File: config.mk
export PLATFORM = sky130hd
export DESIGN_NAME = div_unit_flat
export DESIGN_NICKNAME = d
export VERILOG_FILES = /design/src/rtl/div_unit_if.sv /design/src/rtl/div_unit.sv /design/src/flat_wrapper.sv
export SDC_FILE = /design/constraint.sdc
export NUM_CORES = 1
export LEC_CHECK = 0
export BUFFER_PORTS_ARGS = -buffer_cell sky130_fd_sc_hd__buf_2
export CAP_MARGIN = 20
export CORE_ASPECT_RATIO = 1.25
export CORE_UTILIZATION = 36
export DETAILED_ROUTE_END_ITERATION = 7
export PLACE_DENSITY = 0.55
export SLEW_MARGIN = 20
export SYNTH_ARGS = -nofsm -noshare
export SYNTH_HDL_FRONTEND = slang
export SYNTH_SLANG_ARGS = --single-unit
File: constraint.sdc
create_clock -name clock -period 3.8 [get_ports clock]
set_clock_uncertainty 0.05 [all_clocks]
set_input_delay 0.57 -clock clock [delete_from_list [all_inputs] [get_ports clock]]
set_output_delay 0.57 -clock clock [all_outputs]
set_load 0.005 [all_outputs]
File: src/rtl/div_unit_if.sv
// rtl/div_unit_if.sv - handshake and operand/result bundle for div_unit
//   start     master->slave  begin a division
//   dividend  master->slave  signed dividend
//   divisor   master->slave  signed divisor
//   hi        slave->master  remainder
//   lo        slave->master  quotient
//   busy      slave->master  division in progress
//   done      slave->master  one-cycle result/div_zero valid pulse
//   div_zero  slave->master  divisor was zero (valid with done)
interface div_unit_if #(
    parameter int WIDTH = 32
);
    logic             start;
    logic [WIDTH-1:0] dividend;
    logic [WIDTH-1:0] divisor;
    logic [WIDTH-1:0] hi;
    logic [WIDTH-1:0] lo;
    logic             busy;
    logic             done;
    logic             div_zero;

    modport master (
        output start, dividend, divisor,
        input  hi, lo, busy, done, div_zero
    );

    modport slave (
        input  start, dividend, divisor,
        output hi, lo, busy, done, div_zero
    );
endinterface

File: src/rtl/div_unit.sv
// rtl/div_unit.sv - multicycle signed restoring divider (quotient on lo, remainder on hi)
//   clock  in   rising-edge clock
//   reset  in   synchronous, active-high
//   bus    slave modport of div_unit_if: start/dividend/divisor in,
//          hi/lo/busy/done/div_zero out
module div_unit #(
    parameter int WIDTH = 32
) (
    input  logic        clock,
    input  logic        reset,
    div_unit_if.slave   bus
);
    localparam int CW = $clog2(WIDTH);

    localparam logic [1:0] IDLE = 2'd0;
    localparam logic [1:0] CALC = 2'd1;
    localparam logic [1:0] FIX  = 2'd2;
    localparam logic [1:0] DONE = 2'd3;

    logic [1:0]       state_q, state_d;
    logic [CW-1:0]    cnt_q, cnt_d;
    logic [WIDTH-1:0] rem_q, rem_d;
    logic [WIDTH-1:0] quo_q, quo_d;
    logic [WIDTH-1:0] divs_q, divs_d;
    logic             sign_a_q, sign_a_d;
    logic             sign_b_q, sign_b_d;
    logic [WIDTH-1:0] hi_q, hi_d;
    logic [WIDTH-1:0] lo_q, lo_d;
    logic             div_zero_q, div_zero_d;

    // Partial remainder shifted left with the next dividend bit; one bit wider
    // than the operands so the trial subtraction's borrow is visible.
    logic [WIDTH:0]   shifted;
    logic [WIDTH:0]   diff;

    always_comb begin
        state_d    = state_q;
        cnt_d      = cnt_q;
        rem_d      = rem_q;
        quo_d      = quo_q;
        divs_d     = divs_q;
        sign_a_d   = sign_a_q;
        sign_b_d   = sign_b_q;
        hi_d       = hi_q;
        lo_d       = lo_q;
        div_zero_d = div_zero_q;

        shifted = {rem_q, quo_q[WIDTH-1]};
        diff    = shifted - {1'b0, divs_q};

        case (state_q)
            IDLE: begin
                if (bus.start) begin
                    if (bus.divisor != '0) begin
                        state_d  = CALC;
                        sign_a_d = bus.dividend[WIDTH-1];
                        sign_b_d = bus.divisor[WIDTH-1];
                        // Negating the most negative value yields the same bit
                        // pattern, which read unsigned is exactly its magnitude.
                        quo_d    = bus.dividend[WIDTH-1] ? -bus.dividend : bus.dividend;
                        divs_d   = bus.divisor[WIDTH-1]  ? -bus.divisor  : bus.divisor;
                        rem_d    = '0;
                        cnt_d    = CW'(WIDTH - 1);
                    end else begin
                        state_d    = DONE;
                        div_zero_d = 1'b1;
                    end
                end
            end
            CALC: begin
                // The dividend register doubles as the quotient register: each
                // cycle its MSB moves into the remainder and a quotient bit enters at bit 0.
                if (!diff[WIDTH]) begin
                    rem_d = diff[WIDTH-1:0];
                    quo_d = {quo_q[WIDTH-2:0], 1'b1};
                end else begin
                    rem_d = shifted[WIDTH-1:0];
                    quo_d = {quo_q[WIDTH-2:0], 1'b0};
                end
                if (cnt_q == '0) begin
                    state_d = FIX;
                end else begin
                    cnt_d = cnt_q - CW'(1);
                end
            end
            FIX: begin
                lo_d    = (sign_a_q ^ sign_b_q) ? -quo_q : quo_q;
                hi_d    = sign_a_q ? -rem_q : rem_q;
                state_d = DONE;
            end
            DONE: begin
                state_d    = IDLE;
                div_zero_d = 1'b0;
            end
            default: begin
                state_d = IDLE;
            end
        endcase
    end

    always_ff @(posedge clock) begin
        if (reset) begin
            state_q    <= IDLE;
            cnt_q      <= '0;
            rem_q      <= '0;
            quo_q      <= '0;
            divs_q     <= '0;
            sign_a_q   <= 1'b0;
            sign_b_q   <= 1'b0;
            hi_q       <= '0;
            lo_q       <= '0;
            div_zero_q <= 1'b0;
        end else begin
            state_q    <= state_d;
            cnt_q      <= cnt_d;
            rem_q      <= rem_d;
            quo_q      <= quo_d;
            divs_q     <= divs_d;
            sign_a_q   <= sign_a_d;
            sign_b_q   <= sign_b_d;
            hi_q       <= hi_d;
            lo_q       <= lo_d;
            div_zero_q <= div_zero_d;
        end
    end

    assign bus.hi       = hi_q;
    assign bus.lo       = lo_q;
    assign bus.busy     = (state_q == CALC) || (state_q == FIX);
    assign bus.done     = (state_q == DONE);
    assign bus.div_zero = div_zero_q;
endmodule

File: src/flat_wrapper.sv
// flat-port wrapper written by rule: the top's interface ports become plain ports
module div_unit_flat 
#(
    parameter int WIDTH = 32
)
  (clock, reset, bus_start, bus_dividend, bus_divisor, bus_hi, bus_lo, bus_busy, bus_done, bus_div_zero);
  div_unit_if #(.WIDTH(WIDTH)) bus_i ();
  input  logic clock;
  input  logic reset;
  input wire logic [$bits(bus_i.start)-1:0] bus_start;
  input wire logic [$bits(bus_i.dividend)-1:0] bus_dividend;
  input wire logic [$bits(bus_i.divisor)-1:0] bus_divisor;
  output wire logic [$bits(bus_i.hi)-1:0] bus_hi;
  output wire logic [$bits(bus_i.lo)-1:0] bus_lo;
  output wire logic [$bits(bus_i.busy)-1:0] bus_busy;
  output wire logic [$bits(bus_i.done)-1:0] bus_done;
  output wire logic [$bits(bus_i.div_zero)-1:0] bus_div_zero;
  assign bus_i.start = bus_start;
  assign bus_i.dividend = bus_dividend;
  assign bus_i.divisor = bus_divisor;
  assign bus_hi = bus_i.hi;
  assign bus_lo = bus_i.lo;
  assign bus_busy = bus_i.busy;
  assign bus_done = bus_i.done;
  assign bus_div_zero = bus_i.div_zero;
  div_unit #(.WIDTH(WIDTH)) u_core (.clock(clock), .reset(reset), .bus(bus_i));
endmodule
==> results.json, run 1 <==
{
  "cts-root-buf": "clkbuf_16",
  "die_h_um": 193,
  "clk_path_buf_depth": 2,
  "post-route-period-util_pct": 93.4,
  "maxCapViolations": 0,
  "tns_ps": 0,
  "placed_cells": 1723,
  "path_clk_slew_ps": 70,
  "startpoint": "u_core.rem_q[1]",
  "status": "completed",
  "required_ps": 4080,
  "vias": 9460,
  "p_per_area_nw_per_um2": 643,
  "min_period_ps": 3550,
  "cp_data_arrival_time_ps": 3830,
  "gp_congestion": 0.868,
  "end_kind": "register",
  "async_reset_ff_share_pct": 0,
  "setup_viol": 0,
  "slew_viol_final": 0,
  "numCtsBuffers": 17,
  "hpwl_um": 22100,
  "area_growth_pct": 16.3,
  "coreArea_um2": 28500,
  "synth_seq_cells": 170,
  "switching_share_pct": 41.0,
  "rsz0062_at_grt": "no",
  "grt_pass1_vias": 9183,
  "wire_per_inst_um": 16.7,
  "r2r_cells": 12,
  "first_iter_violations": 539,
  "fin_nets": 1498,
  "r2r_start": "u_core.rem_q[1]",
  "tritoncts": "done",
  "synth_cell_types": 74,
  "worst_pin_slew_ps": 976,
  "start_kind": "register",
  "syn-num-nets": 1388,
  "ios": 134,
  "htree_num_levels": 4,
  "yosys.area.top_type": "dfxtp_1",
  "ys_seq_area_share_pct": 32.5,
  "maxSlewHeadroom_pct": 34.7,
  "rows": 69,
  "yosysMostFrequentCell": "dfxtp_1",
  "grt_max_degree": 67,
  "synth_ff_type": "dfxtp_1",
  "min_path_cells": 3,
  "syn_area_um2": 10500,
  "peakVddDrop_uv": 356,
  "drc": 0,
  "yosys.area.top_type_share_pct": 32.5,
  "cts_sinks": 170,
  "holdCritStartpoint": "bus_divisor[0]",
  "vias_per_cell": 5.38,
  "syn_area_per_cell_um2": 8.19,
  "dieWidth_um": 155,
  "pwr-share-clk_pct": 22.8,
  "internal_power_mw": 4.62,
  "dr.pass1.iters": 5,
  "syn_inst": 1278,
  "holdWs_ps": 357,
  "gr-total-overflow": 0,
  "grt_pass1_wl_um": 47800,
  "start_util_pct": 36.8,
  "io_buffers": 133,
  "nFillCells": 2940,
  "antenna_found_initial": 4,
  "drive_above_1_share_pct": 16.2,
  "fin_cells": 1759,
  "fin_util_pct": 42.7,
  "switching_power_mw": 3.21,
  "clk_latency_ps": 440,
  "dieArea_um2": 29800,
  "synth_area_leaders": "dfxtp_1, xor2_1, a211oi_1",
  "seq_power_share_pct": 32.9,
  "worstPathMaxFanout": 9,
  "synth-warning-count": 0,
  "hp-class": "in2reg",
  "leakage_nw": 5.09,
  "hold_buffers": 0,
  "synth-edff-count": 0,
  "track_usage_pct": 20.4,
  "finalHoldViolCount": 0,
  "synth_commonest_cells": "dfxtp_1, nor2_1, xor2_1",
  "drt-total-wl_um": 29400,
  "criticalPathCategory": "reg2reg",
  "max_freq_mhz": 282,
  "pwr-share-comb_pct": 44.3,
  "antenna_left": 0
}
## cell usage in the layout (no fill, tap or decap), types with 4 or more instances in the layout
master / n
dfxtp_1: 169
nor2_1: 159
buf_2: 132
xor2_1: 109
a211oi_1: 86
nand2_1: 80
o21ai_0: 63
a21oi_1: 58
inv_1: 54
ha_1: 41
nor3_1: 39
xnor2_1: 39
o31ai_1: 31
buf_4: 31
a221o_1: 28
mux2i_1: 23
or3_1: 18
a21o_1: 17
clkbuf_16: 17
nand3_1: 16
o41ai_1: 11
or4_1: 10
nor2b_1: 10
nand3b_1: 10
nand2b_1: 9
nor4_1: 9
a221oi_1: 7
a31oi_1: 7
nand4_1: 6
and2_1: 6
a22oi_1: 6
o22ai_1: 6
or2_2: 5
o21ai_1: 5
nor4b_1: 4
and3_1: 4
a311oi_1: 4
## worst max-delay path: stages (launching register included)
cell and delay (ps):
dfxtp_1 450, ha_1 320, nor2b_2 190, o31a_1 280
o41a_1 470, a21oi_2 230, a21bo_2 230, o211ai_1 130
nand2_1 190, xor2_2 230, buf_4 220, and4b_1 210
a221o_1 250
## cells by family after synthesis
kind of cell	synth area share (%)
AO/OA/AOI/OAI	23.6
AND/OR/NAND/NOR	18.8
XOR/XNOR	12.5
adder cells (fa/ha/maj)	5.21
buffers and inverters	4.97
flip-flops	32.5
multiplexers	2.41
## metrics by stage
| step | worst slack, ps | total power, mW | cell area (um^2) |
|---|---|---|---|
| floorplan | 615 | 4.99 | 10500 |
| global placement | 203 | 6.06 | 11600 |
| finish | 250 | 7.83 | 12200 |
| detailed placement | 118 | 6.08 | 11600 |
| global route | 55.1 | 8.43 | 12200 |
| CTS | 162 | 7.90 | 12200 |
## layer usage
metal | global-route usage, % | wire length, um
met1 | 23.3 | 12400
met2 | 37.4 | 14900
met3 | 3.50 | 1220
met4 | 8.26 | 852
met5 | 0 | 13
## registers in the layout, summed over array words and instances, names as in the netlist, 2 cells and up
name and flops:
u_core.divs_q 32, u_core.quo_q 32, u_core.rem_q 32, u_core.bus.hi 32, u_core.bus.lo 32, u_core.cnt_q 5
u_core.state_q 2
## path summary, 6_finish.rpt
check | slack [ps] | end
worst min register to register | 420 | u_core.bus.div_zero
worst max-delay path | 250 | u_core.rem_q[3]
worst max register to register | 250 | u_core.rem_q[3]
worst min-delay path | 360 | u_core.divs_q[0]
## power by group through the flow
stage / combinational (mW) / sequential, mW / clock (mW)
6_report: 3.47 / 2.57 / 1.79
5_1_grt: 3.89 / 2.64 / 1.90
2_1_floorplan: 2.44 / 2.55 / 0
3_5_place_dp: 3.47 / 2.61 / 0
4_1_cts: 3.49 / 2.58 / 1.83
3_3_place_gp: 3.45 / 2.61 / 0
## final cells by class
cell class | count | area (um^2) | share of cell area, %
inverters | 54 | 203 | 1.66
diodes | 3 | 7.51 | 0.0616
flip-flops and latches | 170 | 3400 | 28.0
clock buffers | 20 | 447 | 3.67
repair buffers | 166 | 953 | 7.83
clock inverters | 12 | 140 | 1.15
well taps | 355 | 444 | 3.65
multi-input cells | 979 | 6580 | 54.0
## timing repair
item,4_1_cts,5_1_grt
buffers inserted,0,1
endpoints found under the setup margin,0,3
gates resized for setup,0,3
(Power assumes the default switching activity.)
==> inputs of run 2 (changes only) <==
--- a/config.mk
+++ b/config.mk
@@ -5,12 +5,12 @@
 export SDC_FILE = /design/constraint.sdc
 export NUM_CORES = 1
 export LEC_CHECK = 0
-export BUFFER_PORTS_ARGS = -buffer_cell sky130_fd_sc_hd__buf_2
+export BUFFER_PORTS_ARGS = -buffer_cell sky130_fd_sc_hd__clkbuf_2
 export CAP_MARGIN = 20
 export CORE_ASPECT_RATIO = 1.25
 export CORE_UTILIZATION = 36
 export DETAILED_ROUTE_END_ITERATION = 7
-export PLACE_DENSITY = 0.55
+export PLACE_DENSITY = 0.57
 export SLEW_MARGIN = 20
 export SYNTH_ARGS = -nofsm -noshare
 export SYNTH_HDL_FRONTEND = slang
==> constraint.sdc (replaced) <==
create_clock -name clock -period 3.1 [get_ports clock]
set_clock_uncertainty 0.05 [all_clocks]
set_input_delay 0.465 -clock clock [delete_from_list [all_inputs] [get_ports clock]]
set_output_delay 0.465 -clock clock [all_outputs]
set_load 0.005 [all_outputs]
==> run 2 against run 1 <==
Effect of this change: the run now ends with setup timing left; power is 25% higher; global-route usage is 0.63 points higher; sequential power is 24% higher; critical endpoint is now u_core.rem_q[6]; highest routed layer unchanged.
==> results.json, run 2 (synthesized netlist as in run 1, its figures left out) <==
{
  "vias_per_cell": 5.32,
  "status": "finished with violations",
  "post-route-period-util_pct": 101,
  "hp-class": "in2reg",
  "switching_power_mw": 4.03,
  "criticalPathCategory": "reg2reg",
  "pwr-share-clk_pct": 20.6,
  "layout_commonest_cell": "dfxtp_1",
  "gr-total-overflow": 0,
  "switching_share_pct": 41.2,
  "nFillCells": 2902,
  "required_ps": 3380,
  "holdWs_ps": 323,
  "min_path_cells": 3,
  "layout_common_cells": "dfxtp_1, nor2_1, buf_4, clkbuf_2, xor2_1",
  "fin_cells": 1863,
  "antenna_left": 0,
  "tritoncts": "done",
  "r2r_start": "u_core.quo_q[31]",
  "cpPeakStageDelay_ps": 360,
  "maxSlewHeadroom_pct": 37.9,
  "drive_above_1_share_pct": 24.4,
  "pwr-share-comb_pct": 47.0,
  "vias": 9910,
  "clk_path_buf_depth": 2,
  "p_per_area_nw_per_um2": 743,
  "seq_power_share_pct": 32.4,
  "track_usage_pct": 21.0,
  "path_buf_inv": 3,
  "ios": 134,
  "r2r_setup_slack_ps": -40,
  "p_total_mw": 9.79,
  "grt_max_degree": 67,
  "maxCapViolations": 0,
  "fin_util_pct": 46.2,
  "hpwl_um": 23200,
  "cp_data_arrival_time_ps": 3410,
  "fin_ws_ps": -38.1,
  "numCtsBuffers": 17,
  "min_period_ps": 3140,
  "critPathTopFamily": "compound AO/OA/AOI/OAI gates",
  "holdCritStartpoint": "bus_dividend[2]",
  "htree_num_levels": 4,
  "critPathSlowestCell": "o41a_1",
  "worstPathMaxFanout": 8,
  "setup_viol": 7,
  "rows": 69,
  "placed_cells": 1827,
  "finalHoldViolCount": 0,
  "antenna_found_initial": 4,
  "end_kind": "register",
  "dieArea_um2": 29800,
  "grt_pass1_wl_um": 49500,
  "peakVddDrop_uv": 356,
  "internal_power_mw": 5.76,
  "slew_viol_final": 0,
  "cp_cell_sequence": "inv_2 -> ha_4 -> fa_2 -> nor2b_2 -> o31a_1 -> o41a_1 -> a21oi_2 -> a21bo_2 -> o211ai_1 -> nand2_2 -> xor2_4 -> buf_6 -> buf_8 -> nor4b_4 -> a221o_1",
  "worst_pin_slew_ps": 928,
  "start_kind": "register",
  "cts-root-buf": "clkbuf_16",
  "io_buffers": 133,
  "start_util_pct": 36.8,
  "path_clk_slew_ps": 70,
  "violations": "setup timing",
  "multi_input_area_um2": 6790,
  "first_iter_violations": 452,
  "die_h_um": 193,
  "clk_latency_ps": 450,
  "cts_sinks": 170,
  "drc": 0,
  "wire_per_inst_um": 16.4,
  "gp_congestion": 0.901,
  "dr.pass1.iters": 5,
  "leakage_nw": 5.60,
  "grt_pass1_vias": 9512,
  "drt-total-wl_um": 30600,
  "holdPathEnd": "u_core.quo_q[2]",
  "max_freq_mhz": 319,
  "coreArea_um2": 28500,
  "fin_nets": 1605,
  "r2r_cells": 15,
  "regArea_um2": 3410,
  "area_growth_pct": 25.8,
  "dieWidth_um": 155,
  "r2r_end": "u_core.rem_q[6]",
  "hold_buffers": 0,
  "rsz0062_at_grt": "yes"
}
==> run 2: cell types whose count changed in the layout (fill, tap and decap cells not counted), sizes merged <==
cell / change
buf: -25
diode: -1
clkbuf: +130
clkinv: -3
bufinv: -2
inv: +1
clkinvlp: +4
==> run 2: how the worst max path moves through the flow <==
stage                      from                to  slack, ps  cells past startpoint
4_1_cts        u_core.quo_q[31]   u_core.rem_q[3]        -60                     14
3_5_place_dp     bus_divisor[0]  u_core.rem_q[18]       -280                     14
3_3_place_gp     bus_divisor[0]  u_core.rem_q[18]       -160                     14
6_report       u_core.quo_q[31]   u_core.rem_q[6]        -40                     15
5_1_grt        u_core.quo_q[31]   u_core.rem_q[6]       -180                     15
2_1_floorplan    bus_divisor[0]   u_core.rem_q[2]         20                     13
==> run 2: metrics by stage <==
| step | setup TNS (ps) | worst slack, ps | area [um^2] |
|---|---|---|---|
| 2_1_floorplan | 0 | 20.3 | 10500 |
| 3_3_place_gp | -4450 | -156 | 12400 |
| 3_5_place_dp | -9500 | -277 | 12400 |
| 4_1_cts | -661 | -60.9 | 13000 |
| 5_1_grt | -3230 | -183 | 13200 |
| 6_report | -127 | -38.1 | 13200 |
==> run 2: layout make-up <==
type	count	area share, %
diodes	2	0.0380
flip-flops and latches	170	25.9
repair buffers	273	13.6
clock buffers	18	3.33
inverters	54	1.54
well taps	355	3.37
multi-input cells	979	51.5
clock inverters	12	0.713
==> run 2: what timing repair did <==
| action | 4_1_cts | 5_1_grt |
|---|---|---|
| gates resized for setup | 27 | 27 |
| setup endpoints to repair | 29 | 36 |
| cloned | 0 | 0 |
| pin swaps | 15 | 8 |
| hold endpoints to repair | 0 | 0 |
| setup buffers | 2 | 2 |
==> run 2: per-layer routing <==
layer | part of all wire (%) | GRT usage, %
met3 | 3.5 | 3.21
met2 | 50 | 38.2
met1 | 44 | 24.5
met4 | 2.5 | 8.64
met5 | 0.042 | 0
==> run 2: power by group through the flow <==
stage | clock network [mW] | registers, mW | logic [mW]
2_1_floorplan | 0 | 3.12 | 3.00
3_3_place_gp | 0 | 3.20 | 4.48
3_5_place_dp | 0 | 3.21 | 4.50
4_1_cts | 2.07 | 3.17 | 4.56
5_1_grt | 2.15 | 3.25 | 5.14
6_report | 2.02 | 3.18 | 4.60
==> run 2: tightest hold or removal path: stages <==
cell and delay [ps]:
clkbuf_2 120, xnor2_1 120, a211oi_1 60
